--- src/rtl/branch_resolve_unit_pkg.sv ---
// Shared DLX control-transfer definitions for the branch resolve unit:
// opcode constants, CTI classification and the BTB entry layout.
package branch_resolve_unit_pkg;

    localparam logic [5:0] OP_J    = 6'h02;
    localparam logic [5:0] OP_JAL  = 6'h03;
    localparam logic [5:0] OP_BEQZ = 6'h04;
    localparam logic [5:0] OP_BNEZ = 6'h05;
    localparam logic [5:0] OP_JR   = 6'h12;
    localparam logic [5:0] OP_JALR = 6'h13;

    // Entry fields are sized for the widest supported configuration (XLEN <= 64).
    localparam int BRU_XLEN_MAX = 64;
    localparam int BRU_CTR_MAX  = 4;

    typedef enum logic [2:0] {
        CTI_NONE,
        CTI_J,
        CTI_JAL,
        CTI_BEQZ,
        CTI_BNEZ,
        CTI_JR,
        CTI_JALR
    } cti_kind_e;

    typedef struct packed {
        logic                    valid;
        logic [BRU_XLEN_MAX-1:0] tag;
        logic [BRU_XLEN_MAX-1:0] target;
        logic [BRU_CTR_MAX-1:0]  ctr;
    } btb_entry_t;

    function automatic cti_kind_e decode_cti(input logic [5:0] op);
        case (op)
            OP_J:    return CTI_J;
            OP_JAL:  return CTI_JAL;
            OP_BEQZ: return CTI_BEQZ;
            OP_BNEZ: return CTI_BNEZ;
            OP_JR:   return CTI_JR;
            OP_JALR: return CTI_JALR;
            default: return CTI_NONE;
        endcase
    endfunction

endpackage

--- src/rtl/branch_resolve_unit_if.sv ---
// Fetch-prediction and resolve/redirect signal bundle of the branch resolve unit.
// master = pipeline side, slave = branch resolve unit.
interface branch_resolve_unit_if #(
    parameter int XLEN = 32
) ();
    logic [XLEN-1:0] f_pc;
    logic            f_pred_taken;
    logic [XLEN-1:0] f_pred_target;
    logic            r_valid;
    logic [31:0]     r_instr;
    logic [XLEN-1:0] r_pc;
    logic [XLEN-1:0] r_rs1;
    logic            r_pred_taken;
    logic [XLEN-1:0] r_pred_target;
    logic            redirect;
    logic [XLEN-1:0] redirect_pc;
    logic            link_we;
    logic [XLEN-1:0] link_data;

    modport master (
        output f_pc, r_valid, r_instr, r_pc, r_rs1, r_pred_taken, r_pred_target,
        input  f_pred_taken, f_pred_target, redirect, redirect_pc, link_we, link_data
    );

    modport slave (
        input  f_pc, r_valid, r_instr, r_pc, r_rs1, r_pred_taken, r_pred_target,
        output f_pred_taken, f_pred_target, redirect, redirect_pc, link_we, link_data
    );
endinterface

--- src/rtl/branch_resolve_unit_btb.sv ---
// bru_btb: direct-mapped branch target buffer with saturating taken counters.
// Lookups read the registered table; an update becomes visible the next cycle.
module bru_btb
    import branch_resolve_unit_pkg::*;
#(
    parameter int XLEN      = 32,
    parameter int BTB_DEPTH = 16,
    parameter int CTR_BITS  = 2
) (
    input  logic            clk,
    input  logic            rst,
    input  logic [XLEN-1:2] i_f_pc,
    output logic            o_pred_taken,
    output logic [XLEN-1:0] o_pred_target,
    input  logic            i_upd_en,
    input  logic [XLEN-1:2] i_upd_pc,
    input  logic            i_upd_cti,
    input  logic            i_upd_taken,
    input  logic [XLEN-1:0] i_upd_target
);
    localparam int IDX_W = $clog2(BTB_DEPTH);
    localparam logic [CTR_BITS-1:0] CTR_SAT  = '1;
    localparam logic [CTR_BITS-1:0] CTR_WEAK = CTR_BITS'(1 << (CTR_BITS - 1));

    btb_entry_t r_tab [BTB_DEPTH];

    logic [IDX_W-1:0]         w_f_idx, w_u_idx;
    logic [XLEN-IDX_W-3:0]    w_f_tag, w_u_tag;
    logic                     w_f_hit, w_u_hit;
    logic [CTR_BITS-1:0]      w_f_ctr, w_u_ctr, w_ctr_nxt;

    assign w_f_idx = i_f_pc[IDX_W+1:2];
    assign w_f_tag = i_f_pc[XLEN-1:IDX_W+2];
    assign w_u_idx = i_upd_pc[IDX_W+1:2];
    assign w_u_tag = i_upd_pc[XLEN-1:IDX_W+2];

    assign w_f_hit = r_tab[w_f_idx].valid && (r_tab[w_f_idx].tag == BRU_XLEN_MAX'(w_f_tag));
    assign w_u_hit = r_tab[w_u_idx].valid && (r_tab[w_u_idx].tag == BRU_XLEN_MAX'(w_u_tag));
    assign w_f_ctr = r_tab[w_f_idx].ctr[CTR_BITS-1:0];
    assign w_u_ctr = r_tab[w_u_idx].ctr[CTR_BITS-1:0];

    assign o_pred_taken  = w_f_hit && w_f_ctr[CTR_BITS-1];
    assign o_pred_target = o_pred_taken ? r_tab[w_f_idx].target[XLEN-1:0] : '0;

    always_comb begin
        w_ctr_nxt = w_u_ctr;
        if (i_upd_taken && (w_u_ctr != CTR_SAT)) begin
            w_ctr_nxt = w_u_ctr + 1'b1;
        end else if (!i_upd_taken && (w_u_ctr != '0)) begin
            w_ctr_nxt = w_u_ctr - 1'b1;
        end
    end

    always_ff @(posedge clk) begin
        if (rst) begin
            for (int i = 0; i < BTB_DEPTH; i++) begin
                r_tab[i].valid <= 1'b0;
            end
        end else if (i_upd_en) begin
            if (i_upd_cti) begin
                if (w_u_hit) begin
                    r_tab[w_u_idx].ctr <= BRU_CTR_MAX'(w_ctr_nxt);
                    if (i_upd_taken) begin
                        r_tab[w_u_idx].target <= BRU_XLEN_MAX'(i_upd_target);
                    end
                end else if (i_upd_taken) begin
                    r_tab[w_u_idx] <= '{valid:  1'b1,
                                        tag:    BRU_XLEN_MAX'(w_u_tag),
                                        target: BRU_XLEN_MAX'(i_upd_target),
                                        ctr:    BRU_CTR_MAX'(CTR_WEAK)};
                end
            end else if (w_u_hit) begin
                // A non-CTI at this PC means the entry is stale (e.g. code was rewritten).
                r_tab[w_u_idx].valid <= 1'b0;
            end
        end
    end

endmodule

--- src/rtl/branch_resolve_unit.sv ---
// DLX branch resolve unit: decodes CTIs, computes target/direction, issues registered
// redirects and r31 link writes. Optional BTB predictor enabled by macro BRU_BTB_EN.
module branch_resolve_unit
    import branch_resolve_unit_pkg::*;
#(
    parameter int XLEN      = 32,
    parameter int BTB_DEPTH = 16,
    parameter int CTR_BITS  = 2
) (
    input  logic                 clk,
    input  logic                 rst,
    branch_resolve_unit_if.slave bus
);
    cti_kind_e       w_kind;
    logic [XLEN-1:0] w_pc4, w_imm26, w_imm16, w_tgt_raw, w_tgt;
    logic            w_taken, w_is_cti, w_link, w_mispred;
    logic            w_unused_fpc;

    logic            r_redirect, r_link_we;
    logic [XLEN-1:0] r_redirect_pc, r_link_data;

    assign w_kind  = decode_cti(bus.r_instr[31:26]);
    assign w_pc4   = bus.r_pc + XLEN'(4);
    assign w_imm26 = {{(XLEN-26){bus.r_instr[25]}}, bus.r_instr[25:0]};
    assign w_imm16 = {{(XLEN-16){bus.r_instr[15]}}, bus.r_instr[15:0]};

    always_comb begin
        w_tgt_raw = '0;
        w_taken   = 1'b0;
        w_is_cti  = 1'b1;
        w_link    = 1'b0;
        case (w_kind)
            CTI_J:    begin w_tgt_raw = w_pc4 + w_imm26; w_taken = 1'b1; end
            CTI_JAL:  begin w_tgt_raw = w_pc4 + w_imm26; w_taken = 1'b1; w_link = 1'b1; end
            CTI_BEQZ: begin w_tgt_raw = w_pc4 + w_imm16; w_taken = (bus.r_rs1 == '0); end
            CTI_BNEZ: begin w_tgt_raw = w_pc4 + w_imm16; w_taken = (bus.r_rs1 != '0); end
            CTI_JR:   begin w_tgt_raw = bus.r_rs1;       w_taken = 1'b1; end
            CTI_JALR: begin w_tgt_raw = bus.r_rs1;       w_taken = 1'b1; w_link = 1'b1; end
            default:  w_is_cti = 1'b0;
        endcase
    end

    assign w_tgt     = w_tgt_raw & ~XLEN'(3);
    assign w_mispred = (w_taken != bus.r_pred_taken) ||
                       (w_taken && bus.r_pred_taken && (w_tgt != bus.r_pred_target));

    always_ff @(posedge clk) begin
        if (rst || !bus.r_valid) begin
            r_redirect    <= 1'b0;
            r_redirect_pc <= '0;
            r_link_we     <= 1'b0;
            r_link_data   <= '0;
        end else begin
            r_redirect    <= w_mispred;
            r_redirect_pc <= w_taken ? w_tgt : w_pc4;
            r_link_we     <= w_link;
            r_link_data   <= w_link ? w_pc4 : '0;
        end
    end

    assign bus.redirect    = r_redirect;
    assign bus.redirect_pc = r_redirect_pc;
    assign bus.link_we     = r_link_we;
    assign bus.link_data   = r_link_data;
    assign w_unused_fpc    = ^bus.f_pc;

`ifdef BRU_BTB_EN
    bru_btb #(
        .XLEN      (XLEN),
        .BTB_DEPTH (BTB_DEPTH),
        .CTR_BITS  (CTR_BITS)
    ) u_btb (
        .clk           (clk),
        .rst           (rst),
        .i_f_pc        (bus.f_pc[XLEN-1:2]),
        .o_pred_taken  (bus.f_pred_taken),
        .o_pred_target (bus.f_pred_target),
        .i_upd_en      (bus.r_valid),
        .i_upd_pc      (bus.r_pc[XLEN-1:2]),
        .i_upd_cti     (w_is_cti),
        .i_upd_taken   (w_taken),
        .i_upd_target  (w_tgt)
    );
`else
    // Static not-taken: fetch always falls through.
    assign bus.f_pred_taken  = 1'b0;
    assign bus.f_pred_target = '0;
`endif

endmodule

--- src/flat_wrapper.sv ---
// flat-port wrapper written by rule: the top's interface ports become plain ports
module branch_resolve_unit_flat import branch_resolve_unit_pkg::*;
#(
    parameter int XLEN      = 32,
    parameter int BTB_DEPTH = 16,
    parameter int CTR_BITS  = 2
)
  (clk, rst, bus_f_pc, bus_r_valid, bus_r_instr, bus_r_pc, bus_r_rs1, bus_r_pred_taken, bus_r_pred_target, bus_f_pred_taken, bus_f_pred_target, bus_redirect, bus_redirect_pc, bus_link_we, bus_link_data);
  branch_resolve_unit_if #(.XLEN(XLEN)) bus_i ();
  input  logic clk;
  input  logic rst;
  input wire logic [$bits(bus_i.f_pc)-1:0] bus_f_pc;
  input wire logic [$bits(bus_i.r_valid)-1:0] bus_r_valid;
  input wire logic [$bits(bus_i.r_instr)-1:0] bus_r_instr;
  input wire logic [$bits(bus_i.r_pc)-1:0] bus_r_pc;
  input wire logic [$bits(bus_i.r_rs1)-1:0] bus_r_rs1;
  input wire logic [$bits(bus_i.r_pred_taken)-1:0] bus_r_pred_taken;
  input wire logic [$bits(bus_i.r_pred_target)-1:0] bus_r_pred_target;
  output wire logic [$bits(bus_i.f_pred_taken)-1:0] bus_f_pred_taken;
  output wire logic [$bits(bus_i.f_pred_target)-1:0] bus_f_pred_target;
  output wire logic [$bits(bus_i.redirect)-1:0] bus_redirect;
  output wire logic [$bits(bus_i.redirect_pc)-1:0] bus_redirect_pc;
  output wire logic [$bits(bus_i.link_we)-1:0] bus_link_we;
  output wire logic [$bits(bus_i.link_data)-1:0] bus_link_data;
  assign bus_i.f_pc = bus_f_pc;
  assign bus_i.r_valid = bus_r_valid;
  assign bus_i.r_instr = bus_r_instr;
  assign bus_i.r_pc = bus_r_pc;
  assign bus_i.r_rs1 = bus_r_rs1;
  assign bus_i.r_pred_taken = bus_r_pred_taken;
  assign bus_i.r_pred_target = bus_r_pred_target;
  assign bus_f_pred_taken = bus_i.f_pred_taken;
  assign bus_f_pred_target = bus_i.f_pred_target;
  assign bus_redirect = bus_i.redirect;
  assign bus_redirect_pc = bus_i.redirect_pc;
  assign bus_link_we = bus_i.link_we;
  assign bus_link_data = bus_i.link_data;
  branch_resolve_unit #(.XLEN(XLEN), .BTB_DEPTH(BTB_DEPTH), .CTR_BITS(CTR_BITS)) u_core (.clk(clk), .rst(rst), .bus(bus_i));
endmodule
--- config.mk ---
export PLATFORM = sky130hd
export DESIGN_NAME = branch_resolve_unit_flat
export DESIGN_NICKNAME = d
export VERILOG_FILES = /design/src/rtl/branch_resolve_unit_pkg.sv /design/src/rtl/branch_resolve_unit_if.sv /design/src/rtl/branch_resolve_unit_btb.sv /design/src/rtl/branch_resolve_unit.sv /design/src/flat_wrapper.sv
export SDC_FILE = /design/constraint.sdc
export NUM_CORES = 1
export LEC_CHECK = 0
export BUFFER_PORTS_ARGS = -buffer_cell sky130_fd_sc_hd__buf_2
export CORE_UTILIZATION = 54
export DETAILED_ROUTE_END_ITERATION = 8
export MAX_ROUTING_LAYER = met4
export PLACE_DENSITY = 0.88
export SYNTH_ARGS = -nofsm -noshare
export SYNTH_HDL_FRONTEND = slang
export SYNTH_HIERARCHICAL = 1
export SYNTH_SLANG_ARGS = --single-unit
--- constraint.sdc ---
create_clock -name clk -period 15.7 [get_ports clk]
set_clock_uncertainty 0.15 [all_clocks]
set_input_delay 3.925 -clock clk [delete_from_list [all_inputs] [get_ports clk]]
set_output_delay 3.925 -clock clk [all_outputs]
set_load 0.005 [all_outputs]
---- Word-level counts from Yosys, hierarchy flattened ----
Cells that the tools add are included.
word-level totals
  bits in latches ......................... 0
  bits of input ports ..................... 164
  output and inout bits ................... 99
  bits in read-only memories .............. 0
  memories ................................ 0
  memory bits (writable) .................. 0
  register bits after elaboration ......... 66
operators by class
  multiply operators ...................... 0
  shifts and indexed selects .............. 0
  reductions and logical operators ........ 14
  order comparisons ....................... 0
  add/sub/neg operators ................... 3
  bitwise gates (word level) .............. 1
  equal/unequal tests ..................... 14
  div/mod/pow operators ................... 0
  muxes and demuxes ....................... 5
operators with widths
  operator                                                         number
  32-bit case mux with 3 select lines                              1
  32-bit adder                                                     2
  32-bit by 3-bit adder with 32-bit output, second input constant  1
  32-bit zero test                                                 1
  32-bit two-way mux                                               1
  32-bit != test                                                   1
  32-bit nonzero test                                              1
  3-bit case mux with 6 select lines                               1
  6-bit by 2-bit == test with 1-bit output, second input constant  2
  6-bit by 3-bit == test with 1-bit output, second input constant  2
  6-bit by 5-bit == test with 1-bit output, second input constant  2
  2-bit OR reduction                                               6
  3-bit == test, second input constant                             3
  3-bit by 2-bit == test with 1-bit output, second input constant  2
  4-bit OR reduction                                               1
  3-bit by 1-bit == test with 1-bit output, second input constant  1
  1-bit case mux with 3 select lines                               1
  1-bit logical AND                                                2
  1-bit logical OR                                                 2
  1-bit zero test                                                  1
  1-bit two-way mux                                                1
  1-bit != test                                                    1
  1-bit NOT                                                        1

---- Longest topological paths before layout ----
Gate-level depths: netlist (run 1).
  word-level depth ........................ 8
  mapped depth ............................ 19
  depth with buffers taken out ............ 19

---- Least setup slack after synthesis (run 1) ----
Ideal clock, no wire load.
  path type ............................... input to register
  start ................................... input bus_r_instr[30]
  end ..................................... register u_core.r_redirect (netlist: u_core/bus.redirect)
  stages .................................. 18
  slack ................................... 7599 ps
  arrival ................................. 7821 ps
  cell sequence ........................... clkbuf_1 or3b_1 or3_1 clkbuf_1 clkbuf_1 a21o_1 ha_1 clkbuf_1 a21oi_1 o21ai_0 a211oi_1 o2111ai_1 a2111oi_2 o2111ai_1 or4_1 nor4_1 and4_1 a31oi_1
between the ends
  word-level cells in the longest chain between the ends .. 8
  elaborated cells between the ends (all ways) .. 24
ends and longest elaborated chain
  what                                                                                       RTL line                       RTL
  from (decl)                                                                                flat_wrapper.sv:14             input wire logic [$bits(bus_i.r_instr)-1:0] bus_r_instr;
  6-bit by 5-bit == test with 1-bit output, or another cell as far along                     branch_resolve_unit_pkg.sv:34  case (op)
  3-bit case mux with 6 select lines (*)                                                     branch_resolve_unit_pkg.sv:34
  3-bit == test, or another cell as far along                                                n/a
  2-bit OR reduction (no line) or 4-bit OR reduction (tied branches)                         n/a
  32-bit case mux with 3 select lines or 1-bit case mux with 3 select lines (tied branches)  branch_resolve_unit.sv:32      case (w_kind)
  32-bit != test or 1-bit logical AND (tied branches)                                        branch_resolve_unit.sv:45      (w_taken && bus.r_pred_taken && (w_tgt != bus.r_pred_target));
  1-bit logical AND                                                                          branch_resolve_unit.sv:45
  1-bit logical OR (*)                                                                       branch_resolve_unit.sv:44      assign w_mispred = (w_taken != bus.r_pred_taken) ||
  to (signal assigned)                                                                       branch_resolve_unit.sv:54      r_redirect <= w_mispred;
  to (decl)                                                                                  branch_resolve_unit.sv:19      logic r_redirect, r_link_we;
Mark *: on every way between the ends. The rest lies on a longest branch, timed or not.
A chain may end at the register's enable or synchronous reset.

---- Worst setup path after layout (run 1) ----
  start ................................... input bus_r_pc[13]
  end ..................................... register u_core.r_redirect (netlist: u_core/bus.redirect)
between the ends
  word-level cells in the longest chain between the ends .. 6
  elaborated cells between the ends (all ways) .. 7
ends and longest elaborated chain
  what                                          RTL line                   RTL
  from (decl)                                   flat_wrapper.sv:15         input wire logic [$bits(bus_i.r_pc)-1:0] bus_r_pc;
  32-bit by 3-bit adder with 32-bit output (*)  branch_resolve_unit.sv:23  assign w_pc4 = bus.r_pc + XLEN'(4);
  via u_core.w_pc4[19]                          branch_resolve_unit.sv:15  logic [XLEN-1:0] w_pc4, w_imm26, w_imm16, w_tgt_raw, w_tgt;
  32-bit adder (on tied branches)               n/a
  32-bit case mux with 3 select lines (*)       branch_resolve_unit.sv:32
  32-bit != test (*)                            branch_resolve_unit.sv:45
  1-bit logical AND (*)                         branch_resolve_unit.sv:45
  1-bit logical OR (*)                          branch_resolve_unit.sv:44
Mark *: on every way through the listed nets, which the timed path passes. The rest lies on a longest branch.

==> impl_metrics.ini, run 1 <==
[critical_path]
critical_path.slowest_cell = sky130_fd_sc_hd__nor4bb_1
worst-setup-path-type = in2reg
critical_path.cell_chain = buf_2, and4_1, nor4bb_1, nand3_1, xor2_1, inv_1, ha_1, nand2_1, o21ai_0, a211oi_1, o2111ai_1, a2111oi_2, o2111ai_1, or4_1, nor4_1, and4_1, a31oi_1
data_arrival_at_the_endpoint_of_the_critical_path_ns = 9.13
worstPathMaxFanout = 11
cp_slowest_stage_delay_ns = 0.98
worstSetupStartpointType = primary input
end_kind = flip-flop
cp_required_ns = 15.75

[yosys]
postSynthAreaPerCell_um2 = 7.25
yosysSeqAreaShare_pct = 20.8
postSynth.topFlopCell = sky130_fd_sc_hd__dfxtp_1
synth-seq-cells = 66
synthesis.yosys.warnings = 6
syn-cell-area_um2 = 6350
netlist_instances = 876
async_reset_ff_share_pct = 0
yosysUniqueCellTypes = 77
edff_count_synth = 0

[power]
power_density_of_the_placed_cells_nw_per_um2 = 78.0
largest_vdd_supply_drop_v = 0.0000606
p_leak_uw = 0.00352
power_uw = 595

[layout]
signed_area_change_from_the_synthesized_netlist_to_the_final_layout_pct = 20.1
insertedDiodeCount = 0
count_of_placed_standard_cells_in_the_final_layout_fillers_left_out = 1195
final_nets = 1243
post_route_cells_drive_above_1_share_pct = 22.7

[clock_network]
ctsRootBufferMaster = sky130_fd_sc_hd__clkbuf_16
tritoncts.num_buffers = 9
cts_setup_buffers = 0
holdBufCountCts = 0
cts.repair.resized = 0
clock_tree.htree_level_count = 3
numClockSinks = 66
clk_path_buf_depth = 2
cts.clk_slew.worst_paths_ns = 0.06
cts_tree = built

[sta]
least_margin_pin_slew_ns = 1.13
final_critical_path_setup_slack_ns = 6.62
final-setup-viol-count = 0
rsz0062_at_grt = no
timing_max_transition_violations_final = 0
min_period_over_period_pct = 57.8
fmax_ghz = 0.110
finalHoldViolations = 0
timing.final.crit_period_ns = 9.08
headroom_to_the_max_slew_limit_pct = 23.5
setup-tns-final_ns = 0

[detailed_routing]
tritonroute_pass_1_iters = 8
initialDrtViolationCount = 1036
post_detailed_route_via_to_cell_ratio = 6.51
ant_nets = 0
drt_drc_violations_left = 0
num_vias = 7779
finalWirelength_um = 24500
wire_per_inst_um = 20.5

[placed_design]
dp.final_hpwl_um = 19100
instance_count_after_placement_with_tap_cells_included = 1179
portBuffers = 197
pre_cts_setup_slack_ns = 6.55
gpl.final_weighted_congestion = 1.06

[global_route]
grt_util_all_layers_pct = 40.3
gr-usage-met1_pct = 55.0
met3_usage_in_global_routing_pct = 7.79
gr-usage-met2_pct = 59.4
grt_remaining_overflow = 0
first_global_vias = 7031
grt_most_used_layer = met2
grt_max_degree = 36
grt_antenna_before_repair = 0
grt_pass1_wl_um = 37800

[run_status]
outcome = complete, no violations

[run]
cap_viol_max_count = 0

[die]
die_h_um = 110
ios = 263
die_boundary_width_um = 110
initial_cell_density_of_the_core_pct = 55.6
placementRows = 39
overall_die_area_um2 = 12200
placeableCoreArea_um2 = 11400

[hold_path]
min-delay-path-class = in2reg
-- state kept, by name, summed over array words and instances, names as in the netlist --
signal	count
u_core/bus.link_we	1
u_core/bus.redirect	1
u_core/bus.link_data	32
u_core/bus.redirect_pc	32
-- synthesized netlist by cell type, types with 3 or more instances --
cell / n / area share (%)
sky130_fd_sc_hd__o211ai_1: 7 / 0.83
sky130_fd_sc_hd__buf_4: 34 / 4.0
sky130_fd_sc_hd__o21bai_1: 5 / 0.59
sky130_fd_sc_hd__a21o_1: 18 / 2.1
sky130_fd_sc_hd__a32o_1: 3 / 0.47
sky130_fd_sc_hd__a32oi_1: 6 / 0.83
sky130_fd_sc_hd__nor4_1: 20 / 2.0
sky130_fd_sc_hd__o21ai_1: 5 / 0.39
sky130_fd_sc_hd__or3_1: 11 / 1.1
sky130_fd_sc_hd__o21a_1: 6 / 0.71
sky130_fd_sc_hd__and3_1: 5 / 0.49
sky130_fd_sc_hd__clkbuf_1: 38 / 2.2
sky130_fd_sc_hd__ha_1: 32 / 6.3
sky130_fd_sc_hd__a31oi_1: 23 / 2.3
sky130_fd_sc_hd__o21ai_0: 48 / 3.8
sky130_fd_sc_hd__nand4_1: 21 / 2.1
sky130_fd_sc_hd__o2111ai_1: 4 / 0.55
sky130_fd_sc_hd__a21oi_1: 56 / 4.4
sky130_fd_sc_hd__dfxtp_1: 66 / 21
sky130_fd_sc_hd__a311oi_1: 3 / 0.41
sky130_fd_sc_hd__inv_1: 44 / 2.6
sky130_fd_sc_hd__a211oi_1: 18 / 2.1
sky130_fd_sc_hd__nor3_1: 30 / 2.4
sky130_fd_sc_hd__and2_1: 26 / 2.6
sky130_fd_sc_hd__nand2b_1: 4 / 0.39
sky130_fd_sc_hd__nand2_1: 75 / 4.4
sky130_fd_sc_hd__and4_1: 4 / 0.55
sky130_fd_sc_hd__xnor2_1: 35 / 4.8
sky130_fd_sc_hd__o31a_1: 3 / 0.41
sky130_fd_sc_hd__a221oi_1: 13 / 1.8
sky130_fd_sc_hd__o41ai_1: 3 / 0.41
sky130_fd_sc_hd__nor2b_1: 12 / 1.2
sky130_fd_sc_hd__a21boi_0: 3 / 0.35
sky130_fd_sc_hd__buf_2: 4 / 0.32
sky130_fd_sc_hd__nand3_1: 26 / 2.0
sky130_fd_sc_hd__or4_1: 3 / 0.35
sky130_fd_sc_hd__mux2i_1: 9 / 1.4
sky130_fd_sc_hd__nor2_1: 70 / 4.1
sky130_fd_sc_hd__xor2_1: 22 / 3.0
sky130_fd_sc_hd__mux2_2: 3 / 0.53
sky130_fd_sc_hd__o22ai_1: 8 / 0.79
sky130_fd_sc_hd__o31ai_1: 5 / 0.59
-- kinds of logic after synthesis --
logic type | after synthesis | share of synthesized area [%]
flops | 66 | 20.8
buf+inv | 123 | 9.36
xor+xnor | 58 | 8.11
other cells | 1 | 0.0590
simple gates | 322 | 25.7
fa+ha+maj | 32 | 6.30
mux | 12 | 1.95
compound gates | 262 | 27.7
-- cells in the final DEF, fill, tap and decap left out, types with 4 or more instances in the layout --
cell	n
sky130_fd_sc_hd__buf_4	9
sky130_fd_sc_hd__and4_1	4
sky130_fd_sc_hd__or3_1	11
sky130_fd_sc_hd__o31ai_1	4
sky130_fd_sc_hd__o22ai_1	8
sky130_fd_sc_hd__a32oi_1	6
sky130_fd_sc_hd__nand2b_1	4
sky130_fd_sc_hd__conb_1	33
sky130_fd_sc_hd__dfxtp_1	66
sky130_fd_sc_hd__nor2b_1	12
sky130_fd_sc_hd__and2_1	26
sky130_fd_sc_hd__and3_1	5
sky130_fd_sc_hd__nand4_1	21
sky130_fd_sc_hd__a21oi_1	56
sky130_fd_sc_hd__clkbuf_16	9
sky130_fd_sc_hd__nor2_1	69
sky130_fd_sc_hd__xor2_1	22
sky130_fd_sc_hd__o211ai_1	7
sky130_fd_sc_hd__a31oi_1	23
sky130_fd_sc_hd__o21a_1	6
sky130_fd_sc_hd__xnor2_1	35
sky130_fd_sc_hd__mux2i_1	9
sky130_fd_sc_hd__nor3_1	30
sky130_fd_sc_hd__nand2_1	75
sky130_fd_sc_hd__nand3_1	26
sky130_fd_sc_hd__o21ai_1	5
sky130_fd_sc_hd__nor4_1	20
sky130_fd_sc_hd__ha_1	32
sky130_fd_sc_hd__buf_2	197
sky130_fd_sc_hd__a211oi_1	18
sky130_fd_sc_hd__o21bai_1	5
sky130_fd_sc_hd__a221oi_1	13
sky130_fd_sc_hd__a21o_1	18
sky130_fd_sc_hd__inv_1	44
sky130_fd_sc_hd__o2111ai_1	4
sky130_fd_sc_hd__o21ai_0	48
-- power breakdown --
group	switching, uW	internal [uW]	leakage (uW)
logic	129	74.3	0.00282
clock network	75.4	143	0.000159
registers	0.968	172	0.000537
total	205	390	0.00352
-- final timing paths --
check,startpoint,endpoint,depth (start not counted)
hold / removal,bus_r_pc[1],u_core/bus.link_data[1],3
setup / recovery,bus_r_pc[13],u_core/bus.redirect,17
-- area by class of cell --
type / count / area, um2
multi-input combinational: 719 / 4580
fill: 1065 / 3790
sequential: 66 / 1320
timing repair buffer: 206 / 1050
clock buffer: 10 / 239
tap: 143 / 179
inverter: 45 / 169
clock inverter: 6 / 90.1
-- layer usage --
metal / share of wire (%) / wire length [um]
met1: 42 / 10200
met2: 43 / 10400
met3: 12 / 3020
met4: 3.3 / 818
met5: 0 / 0
-- through the flow --
stage | utilization [%] | area [um2] | hold slack, ns
after floorplan | - | 6470 | 3.85
after global placement | 63.9 | 7300 | 4.06
after detailed placement | 63.9 | 7300 | 4.07
after CTS | 66.8 | 7630 | 3.73
after global routing | 66.8 | 7630 | 3.74
final | 66.8 | 7630 | 3.74
-- critical path, delay by kind of cell --
| kind | cells | cell delay [ns] |
|---|---|---|
| compound gates | 6 | 1.53 |
| xor+xnor | 1 | 0.31 |
| fa+ha+maj | 1 | 0.46 |
| buf+inv | 2 | 0.21 |
| simple gates | 7 | 2.70 |
Power figures use the tool's default switching activity.
==> inputs of run 2 (changes only) <==
Settings changed: CORE_UTILIZATION 54 to 45, PLACE_DENSITY 0.88 to 0.79.
Clock period 15.7 ns to 7.9 ns, I/O delays scaled along.
==> run 2 against run 1 <==
Sequential share of layout area hardly changed. Die area is 20% higher. Clock power is 75% higher. Total power is 90% higher. First-iteration DRC count is 7.4% lower. Combinational power is 97% higher. Setup slack worse by 5.5 ns. Count of clock-buffer cells in the layout is 3 higher. Global-route usage is 6.1 points lower. Critical path type unchanged. Critical endpoint unchanged. Largest cell class unchanged.
==> impl_metrics.ini, run 2 (same netlist as run 1, synthesis figures left out) <==
[run_status]
outcome = complete, no violations

[detailed_routing]
initialDrtViolationCount = 959
tritonroute_pass_1_iters = 6
num_vias = 7533
ant_nets = 0
post_detailed_route_via_to_cell_ratio = 6.10
drt_drc_violations_left = 0
wire_per_inst_um = 19.8
finalWirelength_um = 24500

[die]
overall_die_area_um2 = 14600
initial_cell_density_of_the_core_pct = 45.9
die_boundary_width_um = 121
die_h_um = 121
placeableCoreArea_um2 = 13800
ios = 263
placementRows = 43

[power]
largest_vdd_supply_drop_v = 0.0000863
p_leak_uw = 0.00351
power_density_of_the_placed_cells_nw_per_um2 = 148
power_uw = 1130

[sta]
finalHoldViolations = 0
timing_max_transition_violations_final = 0
fmax_ghz = 0.147
headroom_to_the_max_slew_limit_pct = 17.9
timing.final.crit_period_ns = 6.80
setup-tns-final_ns = 0
min_period_over_period_pct = 86.1
least_margin_pin_slew_ns = 1.22
final_critical_path_setup_slack_ns = 1.10
final-setup-viol-count = 0
rsz0062_at_grt = no

[layout]
insertedDiodeCount = 0
post-route-util_pct = 55.2
layout.cells.most_common = sky130_fd_sc_hd__buf_2
count_of_placed_standard_cells_in_the_final_layout_fillers_left_out = 1235
final_nets = 1246
signed_area_change_from_the_synthesized_netlist_to_the_final_layout_pct = 20.2
post_route_cells_drive_above_1_share_pct = 22.6
highest_count_cells_in_the_layout_ignoring_fill_and_taps = 197 x sky130_fd_sc_hd__buf_2, 75 x sky130_fd_sc_hd__nand2_1, 69 x sky130_fd_sc_hd__nor2_1

[critical_path]
cp_required_ns = 7.93
data_arrival_at_the_endpoint_of_the_critical_path_ns = 6.84
critical_path.slowest_cell = sky130_fd_sc_hd__or3_1
worstPathMaxFanout = 19
crit_family = simple AND/OR/NAND/NOR gates
timing.critical_path.from = bus_r_instr[30]
critical_path.cell_chain = buf_2, or3b_1, or3_1, nor2_2, a21o_1, ha_1, a21oi_1, o21ai_0, a211oi_1, buf_4, o2111ai_1, a2111oi_2, o2111ai_1, or4_1, nor4_1, and4_1, a31oi_1
worstSetupStartpointType = primary input
cp.depth = 17
cp_slowest_stage_delay_ns = 0.62
cp.buffers_inverters = 2
critical_path.most_common_cell = sky130_fd_sc_hd__o2111ai_1
end_kind = flip-flop
worst-setup-path-type = in2reg

[clock_network]
numClockSinks = 66
cts_setup_buffers = 0
holdBufCountCts = 0
tritoncts.num_buffers = 9
cts_tree = built
clock_tree.htree_level_count = 3
ctsRootBufferMaster = sky130_fd_sc_hd__clkbuf_16
clk_path_buf_depth = 2
cts.clk_slew.worst_paths_ns = 0.05
cts.repair.resized = 0

[global_route]
first_global_vias = 6718
grt_pass1_wl_um = 36900
grt_antenna_before_repair = 0
grt_util_all_layers_pct = 34.2
grt_max_degree = 42
grt_remaining_overflow = 0

[placed_design]
portBuffers = 197
gpl.final_weighted_congestion = 0.997
instance_count_after_placement_with_tap_cells_included = 1219
dp.final_hpwl_um = 19700
pre_cts_setup_slack_ns = 0.892

[hold_path]
min-delay-start = bus_r_pc[0]
min-delay-path-class = in2reg
timing.hold.worst_endpoint = u_core/bus.link_data[0]
holdPathStages = 3

[run]
cap_viol_max_count = 0
-- run 2: routing by layer --
| metal | GRT usage, % | part of all wire [%] | vias to the layer above |
|---|---|---|---|
| li1 | - | - | 3519 |
| met1 | 48.3 | 44 | 3479 |
| met2 | 50.8 | 44 | 488 |
| met3 | 3.73 | 9.8 | 47 |
| met4 | 10.7 | 2.3 | 0 |
| met5 | - | 0 | - |
-- run 2: worst max path at each step --
stage                           to  slack [ns]
3_5_place_dp   u_core/bus.redirect        0.89
2_1_floorplan  u_core/bus.redirect        1.75
5_1_grt        u_core/bus.redirect        0.79
4_1_cts        u_core/bus.redirect        1.23
3_3_place_gp   u_core/bus.redirect        0.94
6_report       u_core/bus.redirect        1.10
-- run 2: through the flow --
step	hold slack, ns	instance area (um2)
detailed placement	2.11	7360
floorplan	1.90	6470
CTS	1.76	7640
global route	1.78	7640
finish	1.76	7640
global placement	2.10	7360
-- run 2: cell type report --
class | instances | area (um2)
sequential | 66 | 1320
multi-input combinational | 719 | 4560
clock inverter | 3 | 40.0
clock buffer | 13 | 240
inverter | 45 | 169
tap | 180 | 225
timing repair buffer | 209 | 1080
fill | 1410 | 6190
-- run 2: power by group --
group | switching, uW | leakage (uW) | internal (uW) | total, uW
sequential | 1.98 | 0.000537 | 342 | 344
clock | 141 | 0.000138 | 243 | 384
combinational | 252 | 0.00283 | 148 | 400
total | 394 | 0.00351 | 734 | 1130
-- run 2: worst min-delay path, delay by kind of cell --
family	cells	cell delay, ns
buffers and inverters	2	0.19
and+or+nand+nor	1	0.04
==> inputs of run 3 (changes only) <==
Settings changed: CORE_ASPECT_RATIO from default to 0.5.
==> run 3 against run 2 <==
Global-route usage increased by 4.4 points. Count of clock-buffer cells in the layout is 2 lower. Combinational power up 7.5%. Sequential power about the same. Cell count grew 1.4%. Total power increased by 3.1%. Setup slack worse by 0.22 ns. Critical path type unchanged. Critical endpoint unchanged. Largest power group unchanged.
==> impl_metrics.ini, run 3 (same netlist as run 1, synthesis figures left out) <==
[run_status]
outcome = complete, no violations

[clock_network]
cts.clk_slew.worst_paths_ns = 0.06
ctsRootBufferMaster = sky130_fd_sc_hd__clkbuf_16
cts.repair.resized = 0
numClockSinks = 66
clk_path_buf_depth = 2
holdBufCountCts = 0
cts_tree = built
tritoncts.num_buffers = 9
cts_setup_buffers = 0
clock_tree.htree_level_count = 3

[global_route]
grt_max_degree = 42
grt_pass1_wl_um = 40200
grt_remaining_overflow = 0
first_global_vias = 6719
grt_util_all_layers_pct = 38.6
grt_antenna_before_repair = 0

[placed_design]
dp.final_hpwl_um = 23000
gpl.final_weighted_congestion = 1.01
pre_cts_setup_slack_ns = 0.771
portBuffers = 197
placed_area_um2 = 7410

[power]
largest_vdd_supply_drop_v = 0.0000865
cell_internal_pwr_uw = 736
power_density_of_the_placed_cells_nw_per_um2 = 151
share_clk_of_total_power_pct = 33.4
power_frac_comb_pct = 37.0
p_leak_uw = 0.00353
swShare_pct = 36.7
pwr-share-seq_pct = 29.6
power_uw = 1160
switchingPower_uw = 426

[layout]
final_nets = 1251
signed_area_change_from_the_synthesized_netlist_to_the_final_layout_pct = 21.2
insertedDiodeCount = 0
fillCellCount = 1338
highest_count_cells_in_the_layout_ignoring_fill_and_taps = 197 x sky130_fd_sc_hd__buf_2, 75 x sky130_fd_sc_hd__nand2_1, 69 x sky130_fd_sc_hd__nor2_1
final_area_um2 = 7700
layout.cells.most_common = sky130_fd_sc_hd__buf_2
post-route-util_pct = 56.3
post_route_cells_drive_above_1_share_pct = 23.1
multi_input_area_um2 = 4560
register_area_um2 = 1320

[sta]
timing.final.crit_period_ns = 7.02
headroom_to_the_max_slew_limit_pct = 29.7
finalHoldViolations = 0
final_critical_path_setup_slack_ns = 0.879
min_period_over_period_pct = 88.9
least_margin_pin_slew_ns = 1.05
fmax_ghz = 0.142
rsz0062_at_grt = no
setup-tns-final_ns = 0
timing_max_transition_violations_final = 0
final-setup-viol-count = 0

[die]
die_boundary_width_um = 170
die_h_um = 86.0
placeableCoreArea_um2 = 13700
ios = 263
initial_cell_density_of_the_core_pct = 46.5
overall_die_area_um2 = 14600
placementRows = 30

[critical_path]
timing.critical_path.from = bus_r_instr[30]
worstSetupStartpointType = primary input
worst-setup-path-type = in2reg
end_kind = flip-flop
data_arrival_at_the_endpoint_of_the_critical_path_ns = 7.05
worstPathMaxFanout = 19
cp_required_ns = 7.93

[run]
cap_viol_max_count = 0

[detailed_routing]
drt_drc_violations_left = 0
ant_nets = 0
tritonroute_pass_1_iters = 5
num_vias = 7741
post_detailed_route_via_to_cell_ratio = 6.18
initialDrtViolationCount = 1080
wire_per_inst_um = 22.5
finalWirelength_um = 28100

[hold_path]
min-delay-path-class = in2reg
min-delay-start = bus_r_pc[1]
## run 3: power by group through the flow
stage	clock (uW)	combinational (uW)	sequential (uW)
after detailed placement	0	406	351
after global placement	0	406	351
after global routing	406	452	345
after CTS	392	409	344
after floorplan	0	254	353
final	389	430	344
## run 3: metrics by stage
step	cells	hold WS, ns
after detailed placement	1236	2.09
after global routing	1252	1.76
final	1252	1.77
after CTS	1252	1.76
after floorplan	908	1.90
after global placement	1236	2.08
## run 3: layout make-up
| cell class | count | area share (%) |
|---|---|---|
| sequential | 66 | 17.2 |
| inverter | 45 | 2.19 |
| timing repair buffer | 214 | 14.5 |
| multi-input combinational | 719 | 59.3 |
| clock buffer | 11 | 3.02 |
| clock inverter | 5 | 0.715 |
| tap | 192 | 3.12 |
## run 3: critical path: stages
cell and delay, ns:
sky130_fd_sc_hd__buf_2 0.22, sky130_fd_sc_hd__or3b_1 0.40, sky130_fd_sc_hd__or3_1 0.62, sky130_fd_sc_hd__nor2_2 0.45, sky130_fd_sc_hd__a21oi_1 0.18, sky130_fd_sc_hd__inv_1 0.31
sky130_fd_sc_hd__ha_1 0.42, sky130_fd_sc_hd__a21oi_1 0.21, sky130_fd_sc_hd__o21a_1 0.34, sky130_fd_sc_hd__o21ai_0 0.24, sky130_fd_sc_hd__a31o_2 0.30, sky130_fd_sc_hd__or3_1 0.36
sky130_fd_sc_hd__a41o_1 0.25, sky130_fd_sc_hd__nor4_1 0.38, sky130_fd_sc_hd__and4_1 0.26, sky130_fd_sc_hd__a31oi_1 0.11
## run 3: worst paths after layout
check | cells after the start | slack [ns] | endpoint
worst min-delay path | 3 | 1.77 | u_core/bus.link_data[1]
worst max-delay path | 16 | 0.88 | u_core/bus.redirect
## run 3: per-layer routing
metal	part of all wire, %	routed length (um)	track usage (%)
met1	47	13100	57.3
met2	37	10500	50.1
met4	0.76	214	5.98
met3	15	4340	11.7
met5	0	0	-
